`src/rtl/mem_dump_tx.sv`:
```
// Memory readback streamer: reads a byte range from the 21-bit memory bus and
// sends each byte over an 8N1 UART line, followed by an 8-bit additive checksum.
module mem_dump_tx #(
    parameter int unsigned CLK_DIV     = 104,
    parameter int unsigned READ_CYCLES = 2
) (
    input  logic        clk,
    input  logic        reset,
    input  logic        start,
    input  logic [20:0] start_adr,
    input  logic [20:0] count,
    input  logic        hold,
    output logic [20:0] adr,
    output logic        read,
    input  logic [7:0]  data,
    output logic        tx,
    output logic        busy,
    output logic        done
);

    localparam int unsigned AW   = 21;
    localparam int unsigned DW   = 8;
    localparam int unsigned DIVW = 16;
    localparam int unsigned RCW  = 4;
    localparam int unsigned BITW = 3;

    localparam logic [DIVW-1:0] DIV_RELOAD = DIVW'(CLK_DIV - 1);
    localparam logic [RCW-1:0]  RD_RELOAD  = RCW'(READ_CYCLES - 1);

    typedef enum logic [2:0] {
        S_IDLE,
        S_NEXT,
        S_READ,
        S_TXSTART,
        S_TXDATA,
        S_TXSTOP,
        S_SUM,
        S_FIN
    } state_t;

    state_t          r_state;
    state_t          w_state_nxt;
    logic [AW-1:0]   r_remaining;
    logic [DW-1:0]   r_sum;
    logic [DW-1:0]   r_shift;
    logic [DIVW-1:0] r_div;
    logic [BITW-1:0] r_bit;
    logic [RCW-1:0]  r_rd_cnt;
    logic            r_last;

    logic w_div_end;
    logic w_rd_end;
    logic w_read_nxt;
    logic w_tx_nxt;
    logic w_busy_nxt;
    logic w_done_nxt;

    assign w_div_end = (r_div == '0);
    assign w_rd_end  = (r_rd_cnt == '0);

    // State register
    always_ff @(posedge clk) begin
        if (reset) begin
            r_state <= S_IDLE;
        end else begin
            r_state <= w_state_nxt;
        end
    end

    // Next-state logic
    always_comb begin
        w_state_nxt = r_state;
        case (r_state)
            S_IDLE: begin
                if (start) w_state_nxt = S_NEXT;
            end
            S_NEXT: begin
                if (r_remaining == '0) w_state_nxt = S_SUM;
                else if (!hold)        w_state_nxt = S_READ;
            end
            S_READ: begin
                if (w_rd_end) w_state_nxt = S_TXSTART;
            end
            S_TXSTART: begin
                if (w_div_end) w_state_nxt = S_TXDATA;
            end
            S_TXDATA: begin
                if (w_div_end && (r_bit == BITW'(7))) w_state_nxt = S_TXSTOP;
            end
            S_TXSTOP: begin
                if (w_div_end) w_state_nxt = r_last ? S_FIN : S_NEXT;
            end
            S_SUM:   w_state_nxt = S_TXSTART;
            S_FIN:   w_state_nxt = S_IDLE;
            default: w_state_nxt = S_IDLE;
        endcase
    end

    // Output logic: next values of the registered outputs, decoded from the next state
    always_comb begin
        w_read_nxt = (w_state_nxt == S_READ);
        w_busy_nxt = (w_state_nxt != S_IDLE);
        w_done_nxt = (w_state_nxt == S_FIN);
        w_tx_nxt   = 1'b1;
        case (w_state_nxt)
            S_TXSTART: w_tx_nxt = 1'b0;
            // shift advances on the bit boundary, so look one bit ahead there
            S_TXDATA:  w_tx_nxt = ((r_state == S_TXDATA) && w_div_end) ? r_shift[1] : r_shift[0];
            default:   w_tx_nxt = 1'b1;
        endcase
    end

    // Datapath and output registers
    always_ff @(posedge clk) begin
        if (reset) begin
            adr         <= '0;
            read        <= 1'b0;
            tx          <= 1'b1;
            busy        <= 1'b0;
            done        <= 1'b0;
            r_remaining <= '0;
            r_sum       <= '0;
            r_shift     <= '0;
            r_div       <= '0;
            r_bit       <= '0;
            r_rd_cnt    <= '0;
            r_last      <= 1'b0;
        end else begin
            read <= w_read_nxt;
            tx   <= w_tx_nxt;
            busy <= w_busy_nxt;
            done <= w_done_nxt;
            case (r_state)
                S_IDLE: begin
                    if (start) begin
                        adr         <= start_adr;
                        r_remaining <= count;
                        r_sum       <= '0;
                        r_last      <= 1'b0;
                    end
                end
                S_NEXT: begin
                    r_rd_cnt <= RD_RELOAD;
                end
                S_READ: begin
                    if (w_rd_end) begin
                        r_shift     <= data;
                        r_sum       <= r_sum + data;
                        r_remaining <= r_remaining - AW'(1);
                        adr         <= adr + AW'(1);
                        r_div       <= DIV_RELOAD;
                    end else begin
                        r_rd_cnt <= r_rd_cnt - RCW'(1);
                    end
                end
                S_SUM: begin
                    r_shift <= r_sum;
                    r_last  <= 1'b1;
                    r_div   <= DIV_RELOAD;
                end
                S_TXSTART: begin
                    if (w_div_end) begin
                        r_div <= DIV_RELOAD;
                        r_bit <= '0;
                    end else begin
                        r_div <= r_div - DIVW'(1);
                    end
                end
                S_TXDATA: begin
                    if (w_div_end) begin
                        r_div   <= DIV_RELOAD;
                        r_bit   <= r_bit + BITW'(1);
                        r_shift <= {1'b0, r_shift[DW-1:1]};
                    end else begin
                        r_div <= r_div - DIVW'(1);
                    end
                end
                S_TXSTOP: begin
                    if (!w_div_end) r_div <= r_div - DIVW'(1);
                end
                default: ;
            endcase
        end
    end

endmodule

```
`config.mk`:
```
export PLATFORM = sky130hd
export DESIGN_NAME = mem_dump_tx
export DESIGN_NICKNAME = d
export VERILOG_FILES = /design/src/rtl/mem_dump_tx.sv
export SDC_FILE = /design/constraint.sdc
export NUM_CORES = 1
export LEC_CHECK = 0
export BUFFER_PORTS_ARGS = -buffer_cell sky130_fd_sc_hd__buf_2
export CORE_MARGIN = 1
export CORE_UTILIZATION = 52
export DETAILED_ROUTE_END_ITERATION = 8
export PLACE_DENSITY = 0.83
export RECOVER_POWER = 100
export REMOVE_ABC_BUFFERS = 1
export SETUP_SLACK_MARGIN = 0.02
export SYNTH_ARGS = -nofsm -noshare
export SYNTH_HDL_FRONTEND = slang
export SYNTH_SLANG_ARGS = --single-unit
```
`constraint.sdc`:
```
create_clock -name clk -period 2.6 [get_ports clk]
set_input_delay 0.13 -clock clk [delete_from_list [all_inputs] [get_ports clk]]
set_output_delay 0.13 -clock clk [all_outputs]
set_load 0.02 [all_outputs]
```
==> results.txt, run 1 <==
status -> completed
post-route insts no fill -> 877
worst reg-to-reg setup slack -> 0.06 ns
Final Setup Violations -> 0
Final #Nets -> 812
post-synthesis register bit count -> 89
fillers -> 847
WP data required -> 2.84 ns
Yosys top cell by area -> dfxtp_1
Die Wd -> 101 um
top cells by area, synth -> dfxtp_1 (35%), nor2_1 (7.8%), a21oi_1 (5.3%)
DIE AREA -> 10200 um2
Setup Skew -> 0.0106 ns
Die Height -> 101 um
Synth Area in Compound Gates -> 23.7%
ANT nets after route -> 0
CTS root buffer -> clkbuf_8
number of synthesized flops with an enable pin -> 0
vias per cell -> 6.07
Yosys cell types -> 66
TritonCTS clock tree -> yes
cell family with most CP delay -> simple AND/OR/NAND/NOR gates
Critical Path Source -> r_div[10]$_SDFFE_PP0P_
clk_lat worst skew -> 0.37 ns
Worst path slowest cell -> or4_4
CTS max path bufs -> 2
Synth Instances -> 672
CP max FO -> 7
# rows -> 35
Initial Utilization -> 54.6%
post-route cell area -> 5930 um2
drt wl/cell -> 15.6 um
CORE AREA -> 9370 um2
routability cong. -> 0.884
Overflow after GRT -> 0
RR Startpoint -> r_div[10]$_SDFFE_PP0P_
Slew HR -> 49.1%
Leak Pwr -> 2.27 nW
crit-path max cell delay -> 0.61 ns
Final WS setup -> 0.0635 ns
dpl hpwl -> 9400 um
initial antenna violation count -> 0
unrepaired setup endpoints after global routing -> true
gr usage total -> 26.8%
area share of the largest cell type after synthesis -> 34.8%
final hold viol count -> 0
DRC violations left -> 0
HP Class -> in2reg
H-tree depth -> 3
Worst EP arrival -> 2.78 ns
Synth Area in Simple Gates -> 26.9%
pin slew with the least headroom to its limit -> 0.753 ns
peak supply drop -> 0.421 mV
commonest cells after routing, fill and taps aside -> nor2_1 (105), dfxtp_1 (89), a21oi_1 (54)
post-synthesis adder-cell area fraction -> 3.81%
fraction of layout instances using a drive strength above 1 -> 15.4%
CP endpoint kind -> flop
crit start category -> flop
XOR/XNOR share of the synthesized area -> 2.91%
Port Buffer Count -> 78
vias in the first global route -> 4932
Final Cycle Share -> 97.6%
critical path's most frequent cell -> or4_4
mux cell area share after synthesis -> 3.32%
Post-Syn Area -> 5120 um2
FF-to-FF End -> tx$_SDFF_PP1_
sequential area share after synthesis -> 34.8%
fin. max-slew vios -> 0
syn_area_per_cell -> 7.62 um2
Fmax -> 394 MHz
final wirelength -> 13600 um
ys async rst share -> 0%
crit path kind -> reg2reg
main combinational cell family by area after synthesis -> simple AND/OR/NAND/NOR gates
DRT iter0 DRCs -> 362
# IOs -> 79
crit path capture -> tx$_SDFF_PP1_
# placed instances -> 860
largest net degree at the start of global routing -> 76
DRT Pass-1 Iters -> 5
WP depth -> 6
CTS Hold Bufs -> 0
MaxCap Viol Count -> 0
worst slack, placed -> -0.0814 ns
post-placement cell area -> 5700 um2
power per cell area -> 890 nW/um2
Layout area overhead -> 15.7%
CTS clock-pin slew for the worst setup and hold paths -> 0.08 ns
Most used DFF post-synth -> dfxtp_1
CTS Buf Count -> 9
Syn. warnings -> 0
first-pass GRT wire length -> 21900 um
antenna cells -> 0
routed vias -> 5323
R2R cell count -> 6
commonest non-fill, non-tap cell in the layout -> nor2_1
# clock sinks -> 89
CP Cell Sequence -> or4_4 > or4_4 > nor4_4 > a221oi_1 > a2111oi_1 > a31oi_1
fin crit period -> 2.54 ns
CP Buf/Inv Count -> 0
-- layout make-up --
class | instances | area (um2) | share of cell area, %
Clock buffer | 10 | 138 | 2.32
Multi-Input combinational cell | 522 | 3160 | 53.4
Timing Repair Buffer | 105 | 556 | 9.38
Tap cell | 129 | 161 | 2.72
Clock inverter | 6 | 67.6 | 1.14
Inverter | 16 | 60.1 | 1.01
Sequential cell | 89 | 1780 | 30.1
-- worst min-delay path by stage --
stage	start	to	slack (ns)	cells past startpoint
final	start_adr[0]	adr[0]$_SDFFE_PP0P_	0.02	3
after global routing	start_adr[0]	adr[0]$_SDFFE_PP0P_	0.02	3
after CTS	start_adr[0]	adr[0]$_SDFFE_PP0P_	0.01	3
after detailed placement	start_adr[0]	adr[0]$_SDFFE_PP0P_	0.40	3
after global placement	count[0]	r_remaining[0]$_SDFFE_PP0P_	0.40	3
after floorplan	reset	adr[0]$_SDFFE_PP0P_	0.20	1
-- state kept, by name, summed over array words and instances (netlist names), 3 cells and up --
name	cells
r_bit	3
r_sum	8
r_shift	8
r_remaining	21
r_div	16
r_rd_cnt	4
r_state	3
adr	21
-- synthesized netlist by cell type (13+ instances only) --
| library cell | number |
|---|---|
| nor2_1 | 106 |
| dfxtp_1 | 89 |
| a21oi_1 | 54 |
| nand2_1 | 51 |
| o21ai_0 | 50 |
| clkbuf_1 | 40 |
| nand3_1 | 24 |
| nor3_1 | 24 |
| mux2i_1 | 17 |
| inv_1 | 16 |
| nor4_1 | 16 |
| a22oi_1 | 14 |
| ha_1 | 14 |
| xor2_1 | 13 |
-- power breakdown --
group	total (W)	internal (W)	leakage, nW	switching [W]
Sequential	0.00188	0.00162	0.728	0.000265
Combinational	0.00241	0.000915	1.44	0.00149
Clock	0.000984	0.000472	0.0985	0.000512
Total	0.00528	0.00300	2.27	0.00227
-- worst reg2reg max path: stages (launching register included) --
cell	delay, ns
dfxtp_1	0.36
or4_4	0.57
or4_4	0.61
nor4_4	0.29
a221oi_1	0.12
a2111oi_1	0.40
a31oi_1	0.07
-- metrics by stage --
step	setup TNS, ns	hold slack (ns)	utilization, %	power (W)
after floorplan	-78.02	0.199	-	0.00349
after global placement	0	0.400	60.8	0.00411
after detailed placement	-0.0814	0.402	60.8	0.00422
after CTS	0	0.0146	63.4	0.00526
after global routing	-0.0226	0.0180	63.2	0.00563
final	0	0.0227	63.2	0.00528
-- layer usage --
layer	vias up	global-route usage, %	routed length [um]
met5	-	0	0
met4	0	11.3	289
met3	29	5.04	881
met2	187	46.3	6480
met1	2505	32.6	5980
li1	2602	-	-
-- kinds of logic after synthesis --
group | after synthesis
AO/OA/AOI/OAI | 191
XOR/XNOR | 17
adder cells (fa/ha/maj) | 15
buffers and inverters | 61
flip-flops | 89
multiplexers | 17
AND/OR/NAND/NOR | 282
-- timing repair --
| action | 4_1_cts | 5_1_grt |
|---|---|---|
| endpoints found under the setup margin | 2 | 8 |
| resized for setup | 5 | 5 |
| setup buffers | 1 | 0 |
| pin swaps | 1 | 3 |
Power figures use the tool's default switching activity.
==> run 2, diff against run 1 <==
--- a/config.mk
+++ b/config.mk
@@ -5,7 +5,7 @@
 export SDC_FILE = /design/constraint.sdc
 export NUM_CORES = 1
 export LEC_CHECK = 0
-export BUFFER_PORTS_ARGS = -buffer_cell sky130_fd_sc_hd__buf_2
+export BUFFER_PORTS_ARGS = -buffer_cell sky130_fd_sc_hd__buf_4
 export CORE_MARGIN = 1
 export CORE_UTILIZATION = 52
 export DETAILED_ROUTE_END_ITERATION = 8
==> run 2 against run 1 <==
Compared with the run above:
- total power is 3.3% higher
- die area unchanged
- cell count decreased by 0.11%
- clock skew grew 0.0018 ns
- wire length increased by 1.7%
- non-clock buffer count shrank 1
- maximum frequency increased by 1.6%
- sequential power hardly changed
==> results.txt, run 2 (synthesis results as in run 1) <==
status -> completed
crit path kind -> reg2reg
TritonCTS clock tree -> yes
ANT nets after route -> 0 (unchanged)
CTS Hold Bufs -> 0 (unchanged)
commonest cells after routing, fill and taps aside -> nor2_1 (105), dfxtp_1 (89), buf_4 (73)
Setup Skew -> 0.0125 ns (+0.00184 ns)
gr usage total -> 27.2% (+0.43 points)
routed vias -> 5348 (+0.47%)
CP endpoint kind -> flop
largest net degree at the start of global routing -> 76 (unchanged)
fin. max-slew vios -> 0 (unchanged)
switching share of total power -> 41.2% (-1.9 points)
worst reg-to-reg setup slack -> 0.10 ns (+0.04 ns)
MaxCap Viol Count -> 0 (unchanged)
Worst EP arrival -> 2.74 ns (-0.04 ns)
Clock power frac -> 21.5% (+2.8 points)
crit start category -> flop
Final WS setup -> 0.102 ns (+0.0388 ns)
antenna cells -> 0 (unchanged)
DRT Pass-1 Iters -> 6 (+1)
Final #Nets -> 811 (-0.12%)
clk_lat worst skew -> 0.37 ns (about the same)
RR Startpoint -> r_remaining[16]$_SDFFE_PP0P_
CTS root buffer -> clkbuf_8
Final Cycle Share -> 96.1% (-1.5 points)
WP data required -> 2.84 ns (about the same)
CTS clock-pin slew for the worst setup and hold paths -> 0.09 ns (about the same)
Overflow after GRT -> 0 (unchanged)
dpl hpwl -> 9550 um (+1.6%)
fillers -> 834 (-1.5%)
final wirelength -> 13900 um (+1.7%)
proportion of power drawn by combinational gates -> 43.8% (-1.9 points)
CP max FO -> 6 (-1)
vias per cell -> 6.11 (+0.58%)
Regs by FF count -> adr (21), r_remaining (21), r_div (16)
CTS max path bufs -> 2 (unchanged)
Leak Pwr -> 2.32 nW (+2.1%)
Die Wd -> 101 um (unchanged)
fin util -> 64.7% (+1.5 points)
final hold viol count -> 0 (unchanged)
routability cong. -> 0.841 (-4.9%)
Initial Utilization -> 54.6% (unchanged)
# IOs -> 79 (unchanged)
worst slack, placed -> -0.0737 ns (+0.00776 ns)
CORE AREA -> 9370 um2 (unchanged)
initial antenna violation count -> 0 (unchanged)
drt wl/cell -> 15.8 um (+1.8%)
DIE AREA -> 10200 um2 (unchanged)
Critical Path Source -> r_remaining[16]$_SDFFE_PP0P_
Fmax -> 400 MHz (+1.6%)
HP Class -> in2reg
fraction of layout instances using a drive strength above 1 -> 14.7% (-0.65 points)
fin crit period -> 2.50 ns (-0.0388 ns)
P_sw -> 0.00225 W (-1.2%)
unrepaired setup endpoints after global routing -> false
peak supply drop -> 0.435 mV (+3.3%)
Layout area overhead -> 18.4%
Final Setup Violations -> 0 (unchanged)
# clock sinks -> 89 (unchanged)
DRC violations left -> 0 (unchanged)
Die Height -> 101 um (unchanged)
H-tree depth -> 3 (unchanged)
Port Buffer Count -> 78 (unchanged)
# rows -> 35 (unchanged)
vias in the first global route -> 4975 (+0.87%)
pin slew with the least headroom to its limit -> 0.729 ns (-0.0238 ns)
power per cell area -> 899 nW/um2 (+0.94%)
Slew HR -> 51.4% (+2.3 points)
commonest non-fill, non-tap cell in the layout -> nor2_1
CTS Buf Count -> 9 (unchanged)
sequential fraction of design power -> 34.6% (-1.1 points)
Internal Power -> 0.00321 W (+6.7%)
first-pass GRT wire length -> 22400 um (+2.2%)
hold_sp -> start_adr[0]
DRT iter0 DRCs -> 329 (-9.1%)
-- run 2: cell types whose count changed in the layout (fill, tap and decap cells not counted), sizes merged --
cell      before  now
clkinv         3    1
buf           77   73
bufinv         1    3
clkbuf        38   42
clkinvlp       2    1
-- run 2: path summary, 6_finish.rpt --
path | cells after the start | endpoint
worst min-delay path | 3 | adr[0]$_SDFFE_PP0P_
worst min register to register | 1 | r_div[0]$_SDFFE_PP0P_
worst max register to register | 6 | tx$_SDFF_PP1_
worst max-delay path | 6 | tx$_SDFF_PP1_
-- run 2: stage by stage --
stage / std cells / hold WS, ns / area (um2) / setup TNS, ns / total power, W
after floorplan: 627 / 0.199 / 4940 / -78.02 / 0.00349
after global routing: 876 / 0.0425 / 6070 / 0 / 0.00581
after global placement: 859 / 0.396 / 5890 / 0 / 0.00418
after detailed placement: 859 / 0.411 / 5890 / -0.0737 / 0.00429
after CTS: 875 / 0.0315 / 6150 / 0 / 0.00548
final: 876 / 0.0376 / 6070 / 0 / 0.00545
-- run 2: timing repair --
action                     4_1_cts  5_1_grt
hold endpoints to repair         0        0
pin swaps                        0        4
resized for setup                3        6
setup endpoints to repair        2       11
setup buffers                    0        1
-- run 2: final cells by class --
class                   count  area, um2  area share [%]
clock buffers              11        141            2.33
inverters                  16       60.1           0.990
well taps                 129        161            2.66
repair buffers            104        673            11.1
flip-flops and latches     89       1780            29.4
clock inverters             5        103            1.69
multi-input cells         522       3150            51.9
-- run 2: layer usage --
layer	part of all wire [%]	vias to the layer above	wire length, um	global-route usage [%]
li1	-	2596	-	-
met1	44	2507	6120	34.3
met2	47	214	6450	45.9
met3	7.4	31	1020	4.97
met4	1.9	0	270	11.1
met5	0	-	0	0
-- run 2: critical path: stages, from the launching register on --
cell	delay, ns
dfxtp_1	0.36
or4_1	0.63
nor4_4	0.33
nand4b_1	0.20
a221o_1	0.41
a2111oi_2	0.33
a31oi_1	0.11
-- run 2: power groups by stage --
| stage | Clock, W | Combinational, W | Sequential, W |
|---|---|---|---|
| 2_1_floorplan | 0 | 0.00152 | 0.00197 |
| 3_3_place_gp | 0 | 0.00230 | 0.00189 |
| 3_5_place_dp | 0 | 0.00238 | 0.00191 |
| 4_1_cts | 0.00118 | 0.00242 | 0.00188 |
| 5_1_grt | 0.00125 | 0.00263 | 0.00192 |
| 6_report | 0.00117 | 0.00239 | 0.00189 |
